--- src/rtl/piso_serializer.sv ---
// piso_serializer
//   Parallel-in serial-out transmitter. A WIDTH-bit word is accepted over a
//   valid/ready handshake and shifted out one bit per clock. serial_valid
//   qualifies each frame bit and done pulses for one cycle after the frame.
//
// Parameters
//   WIDTH      word length in bits (>= 2)
//   MSB_FIRST  1: bit WIDTH-1 goes out first, 0: bit 0 goes out first
//
// Optional feature
//   PISO_PARITY_EN  when defined, an even-parity bit (XOR of the word) is
//                   appended after the last data bit.
//
// Ports
//   clk           clock, rising edge
//   rst_n         asynchronous active-low reset
//   load_valid    upstream word available on load_data
//   load_data     word to transmit, sampled only on handshake
//   load_ready    block can accept a word (combinational, high in IDLE only)
//   serial_out    registered serial bit
//   serial_valid  serial_out carries a frame bit this cycle
//   busy          frame in progress
//   done          single-cycle end-of-frame pulse
//
// States
//   IDLE   | waiting for a word, load_ready high
//   SHIFT  | data bits on serial_out, counter holds bits still to send
//   PARITY | parity bit on serial_out (PISO_PARITY_EN only)

module piso_serializer #(
  parameter int WIDTH     = 4,
  parameter bit MSB_FIRST = 1'b1
) (
  input  logic             clk,
  input  logic             rst_n,
  input  logic             load_valid,
  input  logic [WIDTH-1:0] load_data,
  output logic             load_ready,
  output logic             serial_out,
  output logic             serial_valid,
  output logic             busy,
  output logic             done
);

  localparam int CW = $clog2(WIDTH);

`ifdef PISO_PARITY_EN
  typedef enum logic [1:0] {IDLE, SHIFT, PARITY} state_t;
`else
  typedef enum logic {IDLE, SHIFT} state_t;
`endif

  state_t           state, state_nxt;
  logic [WIDTH-1:0] shreg, shreg_nxt;
  logic [CW-1:0]    cnt, cnt_nxt;
  logic             so_nxt, sv_nxt, busy_nxt, done_nxt;
  logic             load_head, shreg_head;
  logic [WIDTH-1:0] load_rest, shreg_rest;
`ifdef PISO_PARITY_EN
  logic             par, par_nxt;
`endif

  // The shift register always presents the next bit at the same end, so the
  // transmit order is fixed purely by which end we read and which way we shift.
  always_comb begin
    if (MSB_FIRST) begin
      load_head  = load_data[WIDTH-1];
      load_rest  = load_data << 1;
      shreg_head = shreg[WIDTH-1];
      shreg_rest = shreg << 1;
    end else begin
      load_head  = load_data[0];
      load_rest  = load_data >> 1;
      shreg_head = shreg[0];
      shreg_rest = shreg >> 1;
    end
  end

  assign load_ready = (state == IDLE);

  always_comb begin
    state_nxt = state;
    shreg_nxt = shreg;
    cnt_nxt   = cnt;
    so_nxt    = 1'b0;
    sv_nxt    = 1'b0;
    busy_nxt  = 1'b0;
    done_nxt  = 1'b0;
`ifdef PISO_PARITY_EN
    par_nxt   = par;
`endif
    case (state)
      IDLE: begin
        if (load_valid) begin
          so_nxt    = load_head;
          sv_nxt    = 1'b1;
          busy_nxt  = 1'b1;
          shreg_nxt = load_rest;
          cnt_nxt   = CW'(WIDTH - 1);
          state_nxt = SHIFT;
`ifdef PISO_PARITY_EN
          par_nxt   = ^load_data;
`endif
        end
      end
      SHIFT: begin
        if (cnt != '0) begin
          so_nxt    = shreg_head;
          sv_nxt    = 1'b1;
          busy_nxt  = 1'b1;
          shreg_nxt = shreg_rest;
          cnt_nxt   = cnt - CW'(1);
        end else begin
`ifdef PISO_PARITY_EN
          so_nxt    = par;
          sv_nxt    = 1'b1;
          busy_nxt  = 1'b1;
          state_nxt = PARITY;
`else
          done_nxt  = 1'b1;
          state_nxt = IDLE;
`endif
        end
      end
`ifdef PISO_PARITY_EN
      PARITY: begin
        done_nxt  = 1'b1;
        state_nxt = IDLE;
      end
`endif
      default: state_nxt = IDLE;
    endcase
  end

  always_ff @(posedge clk or negedge rst_n) begin
    if (!rst_n) begin
      state        <= IDLE;
      shreg        <= '0;
      cnt          <= '0;
      serial_out   <= 1'b0;
      serial_valid <= 1'b0;
      busy         <= 1'b0;
      done         <= 1'b0;
`ifdef PISO_PARITY_EN
      par          <= 1'b0;
`endif
    end else begin
      state        <= state_nxt;
      shreg        <= shreg_nxt;
      cnt          <= cnt_nxt;
      serial_out   <= so_nxt;
      serial_valid <= sv_nxt;
      busy         <= busy_nxt;
      done         <= done_nxt;
`ifdef PISO_PARITY_EN
      par          <= par_nxt;
`endif
    end
  end

endmodule

--- config.mk ---
export PLATFORM = sky130hd
export DESIGN_NAME = piso_serializer
export DESIGN_NICKNAME = d
export VERILOG_FILES = /design/src/rtl/piso_serializer.sv
export SDC_FILE = /design/constraint.sdc
export NUM_CORES = 1
export LEC_CHECK = 0
export BUFFER_PORTS_ARGS = -buffer_cell sky130_fd_sc_hd__buf_2
export CORE_AREA = 5 5 42 44
export DETAILED_ROUTE_END_ITERATION = 6
export DIE_AREA = 0 0 47 49
export HOLD_SLACK_MARGIN = 0.15
export PLACE_DENSITY = 0.5
export SLEW_MARGIN = 30
export SYNTH_ARGS = -nofsm -noshare
export SYNTH_HDL_FRONTEND = slang
export SYNTH_SLANG_ARGS = --single-unit
--- constraint.sdc ---
create_clock -name clk -period 1.4 [get_ports clk]
set_input_delay 0.28 -clock clk [delete_from_list [all_inputs] [get_ports clk]]
set_output_delay 0.28 -clock clk [all_outputs]
set_load 0.02 [all_outputs]
### Yosys cells after proc, flatten, opt, wreduce, memory -nomap -nowiden

Cells that the tools add are included.

| cells by class | value |
|---|---|
| add/subtract/negate cells | 1 |
| multiply operators | 0 |
| divide/modulo/power cells | 0 |
| order comparisons | 0 |
| eq/ne operators | 2 |
| shifts and indexed selects | 0 |
| muxes and demuxes | 14 |
| bitwise logic cells | 1 |
| reduce and logical (&&, ||, !) cells | 2 |

Operators with widths:

| operator | count |
|---|---|
| two-way mux 4 bit | 2 |
| one-hot mux 4 bit (2 select lines) | 1 |
| two-way mux 1 bit | 6 |
| two-way mux 2 bit | 2 |
| one-hot mux 1 bit (2 select lines) | 2 |
| one-hot mux 2 bit (2 select lines) | 1 |
| != test 2 x 1 -> 1 bit (second input constant) | 1 |
| != test 2 bit (second input constant) | 1 |
| AND reduction 2 bit | 1 |
| nonzero test 2 bit | 1 |
| subtractor 2 x 1 -> 2 bit (second input constant) | 1 |
| inverter 1 bit | 1 |

| word-level totals | value |
|---|---|
| register bits | 9 |
| bits in latches | 0 |
| bits in writable memories | 0 |
| bits in read-only memories | 0 |
| input port bits | 7 |
| output and inout port bits | 5 |
| logic and storage cells | 25 |
| memories | 0 |

### Longest topological paths before layout

| depth | value |
|---|---|
| word-level depth | 3 |
| gate-level depth with buffers | 6 |
| depth with buffers taken out | 5 |

### Worst setup path after synthesis

Ideal clock, no wire load.

| timing path | value |
|---|---|
| kind | flip-flop to flip-flop |
| from | register cnt[0] |
| to | register cnt[0] |
| setup time | 0.092 ns |
| arrival time | 1.057 ns |
| data required time | 1.308 ns |
| slack | 0.251 ns |
| stages on the path, launching flop included | 6 |
| path buffers | 1 |
| period minus slack after synthesis | 1.149 ns |
| path through | dfrtp_1 inv_1 ha_1 buf_6 and2_4 o31ai_2 |

| on the way | value |
|---|---|
| longest elaborated chain between the ends | 3 |
| elaborated cells between the ends (all ways) | 6 |
| classes of those cells | 1 x add/sub; 1 x eq/ne; 2 x mux; 2 x reduce/logical |

Ends and longest elaborated chain:

| item | RTL line | text |
|---|---|---|
| from (decl) | 55 | `logic [CW-1:0] cnt, cnt_nxt;` |
| from (signal assigned) | 150 | `cnt <= cnt_nxt;` |
| subtractor 2 x 1 -> 2 bit / nonzero test 2 bit (equally long branches) | 112, 107 |  |
| two-way mux 2 bit / != test 2 x 1 -> 1 bit (equally long branches) | n/a |  |
| one-hot mux 2 bit (2 select lines) / AND reduction 2 bit (equally long branches) | n/a |  |

Several ways; a longest one is shown, not always the timed one. The select of a mux whose other input is x is not followed.
A chain may end at the register's enable or synchronous reset.

### Final worst setup path

| timing path | value |
|---|---|
| from | register state |
| to | output port load_ready |

| on the way | value |
|---|---|
| longest elaborated chain between the ends | 1 |

Ends and longest elaborated chain:

| item | RTL line | text |
|---|---|---|
| from (decl) | 53 | `state_t state, state_nxt;` |
| from (signal assigned) | 148 | `state <= state_nxt;` |
| inverter 1 bit | n/a |  |
| to (decl) | 38 | `output logic load_ready,` |

Every way passes these cells.

==> results.json <==
{
  "status": "complete, no violations",
  "instances_no_fill": 64,
  "tns_ns": 0,
  "setup_slack_ns": 0.1474,
  "grt_setup_unrepaired": "no",
  "fp.coreArea_sq_mm": 0.001401,
  "dr.pass1.iters": 3,
  "final_max_slew_viol_count": 0,
  "seq_area_frac_synth_pct": 50.96,
  "hold_violations": 0,
  "drc": 0,
  "portBuffers": 11,
  "setup_viol": 0,
  "peakVddDrop_mv": 0.7077,
  "path_max_fanout": 13,
  "p_leak_nw": 0.2343,
  "cts_sinks": 8,
  "tightestPinTransition_ns": 0.2578,
  "cpPeakStageDelay_ns": 0.48,
  "max_freq_ghz": 0.7983,
  "period_share_pct": 89.47,
  "path_cells": "inv_1 -> buf_2",
  "clkPwrFrac_pct": 16.4,
  "cts-root-buf": "clkbuf_4",
  "internal-power_mw": 0.6455,
  "crit_arrival_ns": 0.97,
  "switching_share_pct": 39.26,
  "hold_depth": 3,
  "hold_slack_ns": 0.2793,
  "ys_seq_elements": 8,
  "start_util_pct": 28.04,
  "grt_max_degree": 14,
  "p_comb_share_pct": 43.6,
  "critical_path.slowest_cell": "dfrtp_2",
  "reg2reg_depth": 4,
  "clock_latency_ns": 0.25,
  "num_rows": 14,
  "seqPwrFrac_pct": 40.0,
  "skew_ns": 0.008065,
  "grt_antenna_before_repair": 0,
  "hold_class": "input port to register",
  "switchingPower_mw": 0.4172,
  "path_buf_inv": 2,
  "worstSetupPathType": "register to output pin",
  "p_total_mw": 1.063,
  "avgSynthCellArea_sq_um": 10.91,
  "cp_num_cells": 2,
  "clk_path_buf_depth": 2,
  "cap_viol_max_count": 0,
  "endpoint_kind": "output pin",
  "relSlewSlack_pct": 82.75,
  "cts_made_buffers": 3,
  "drt-wirelength-per-cell_microns": 10.98,
  "htreeDepth": 1,
  "synth_cell_types": 18,
  "pin_count": 12,
  "gp_congestion": 0.6482,
  "startpoint_type": "register",
  "areaGrowthSynthToFinish_pct": 21.02,
  "postCtsSetupRepairBufs": 0,
  "fin_crit_ns": 1.253,
  "cp.required_ns": 1.12,
  "drive_gt1_share_pct": 35.42,
  "grt_pass1_vias": 246,
  "drt_iter0_markers": 1,
  "syn-cell-area_sq_um": 392.9,
  "ant_nets": 0,
  "fp.dieW_microns": 47,
  "yosysWarnings": 0,
  "num_vias": 293,
  "preCtsSetupSlack_ns": 0.1667,
  "clk_pin_slew_ns": 0.06,
  "wirelength_microns": 703,
  "dieArea_sq_mm": 0.002303,
  "power_density_mw_per_mm2": 2235,
  "grt_usage_pct": 6.605,
  "nets": 58,
  "dpl.cell_count": 60,
  "nFillCells": 171,
  "cp_top_family": "flip-flops",
  "grt-ovfl-total": 0,
  "hpwl_microns": 540.5,
  "syn_inst": 36,
  "cts_tree": "built",
  "die_y_microns": 49,
  "syn_nets": 44,
  "diodes": 0,
  "avgViaCountPerCell": 4.578,
  "grt_pass1_wl_mm": 1.035
}
synthesized netlist by cell type:
cell	instances	area, sq um
o21ai_1	1	5.000
ha_1	1	12.51
buf_4	2	15.01
nor2b_1	2	12.51
nand3b_1	1	7.510
and2_4	1	8.760
a211oi_1	2	15.01
buf_6	1	11.26
dfrtp_1	8	200.2
o21ai_0	1	5.000
o31ai_2	1	12.51
a22oi_1	1	7.510
a21oi_1	3	15.01
mux2i_1	3	30.03
o2bb2ai_1	1	8.760
inv_1	3	11.26
nor2_1	3	11.26
nand2_1	1	3.750
final timing paths:
check | from | end | slack [ns]
hold / removal | load_data[3] | serial_out | 0.28
setup / recovery | state | load_ready | 0.15
min in group asynchronous | rst_n | serial_out | 0.40
max in group asynchronous | rst_n | state | 0.81
hold reg to reg | cnt[0] | cnt[0] | 0.50
setup reg to reg | cnt[0] | cnt[0] | 0.17
area by class of cell:
type | instances | area [sq um] | share of cell area, %
sequential | 8 | 201.4 | 42.37
timing repair buffer | 12 | 65.06 | 13.68
clock buffer | 3 | 22.52 | 4.737
multi-input combinational | 22 | 155.1 | 32.63
inverter | 3 | 11.26 | 2.368
tap | 16 | 20.02 | 4.211
per-stage QoR:
step	cell area, sq um	utilization, %
after floorplan	392.9	-
after detailed placement	441.7	31.52
after CTS	474.2	33.84
after global routing	475.5	33.93
final	475.5	33.93
after global placement	441.7	31.52
power by group through the flow:
stage               sequential, mW  clock (mW)  combinational (mW)
floorplan                    0.437           0               0.382
global placement             0.429           0               0.462
detailed placement           0.428           0               0.466
CTS                          0.424       0.183               0.472
global route                 0.442       0.199               0.516
finish                       0.425       0.174               0.463
registers in the layout, summed over array words and instances, names as in the netlist:
name	flops
shreg	3
done	1
cnt	2
serial_out	1
state	1
layer usage:
metal	wire (microns)	up-vias	GRT usage, %
li1	-	148	-
met1	326	139	7.901
met2	329	6	8.371
met3	48	0	3.321
met4	0	0	5.530
met5	0	-	0
kinds of logic (layout without fill, tap and decap cells):
kind of cell               Yosys count  after routing  synth area share, %
AOI/OAI and AO/OA                   10             10                17.51
muxes                                3              3                7.644
adders and majority gates            1              1                3.184
buffers and inverters                6             18                9.553
and+or+nand+nor                      8              8                11.15
DFF                                  8              8                50.95
placed cells by master, fill, tap and decap left out, types with 2 or more instances in the layout:
master,n
clkbuf_4,3
mux2i_1,3
nor2_1,3
nor2b_1,2
a211oi_1,2
dfrtp_1,7
a21oi_1,3
buf_2,11
inv_1,3
worst reg2reg max path, delay by kind of cell (launching register included):
family	cells	cell delay, ns
adder cells (fa/ha/maj)	1	0.28
AND/OR/NAND/NOR	1	0.21
AO/OA/AOI/OAI	1	0.22
flip-flops	1	0.37
buffers and inverters	1	0.06
timing repair:
item                                    CTS  global route
hold buffers                              1             0
resized for setup                         0             1
endpoints found under the hold margin     8             0
endpoints found under the setup margin    0             1
No activity file was read; power rests on OpenSTA's default activity.
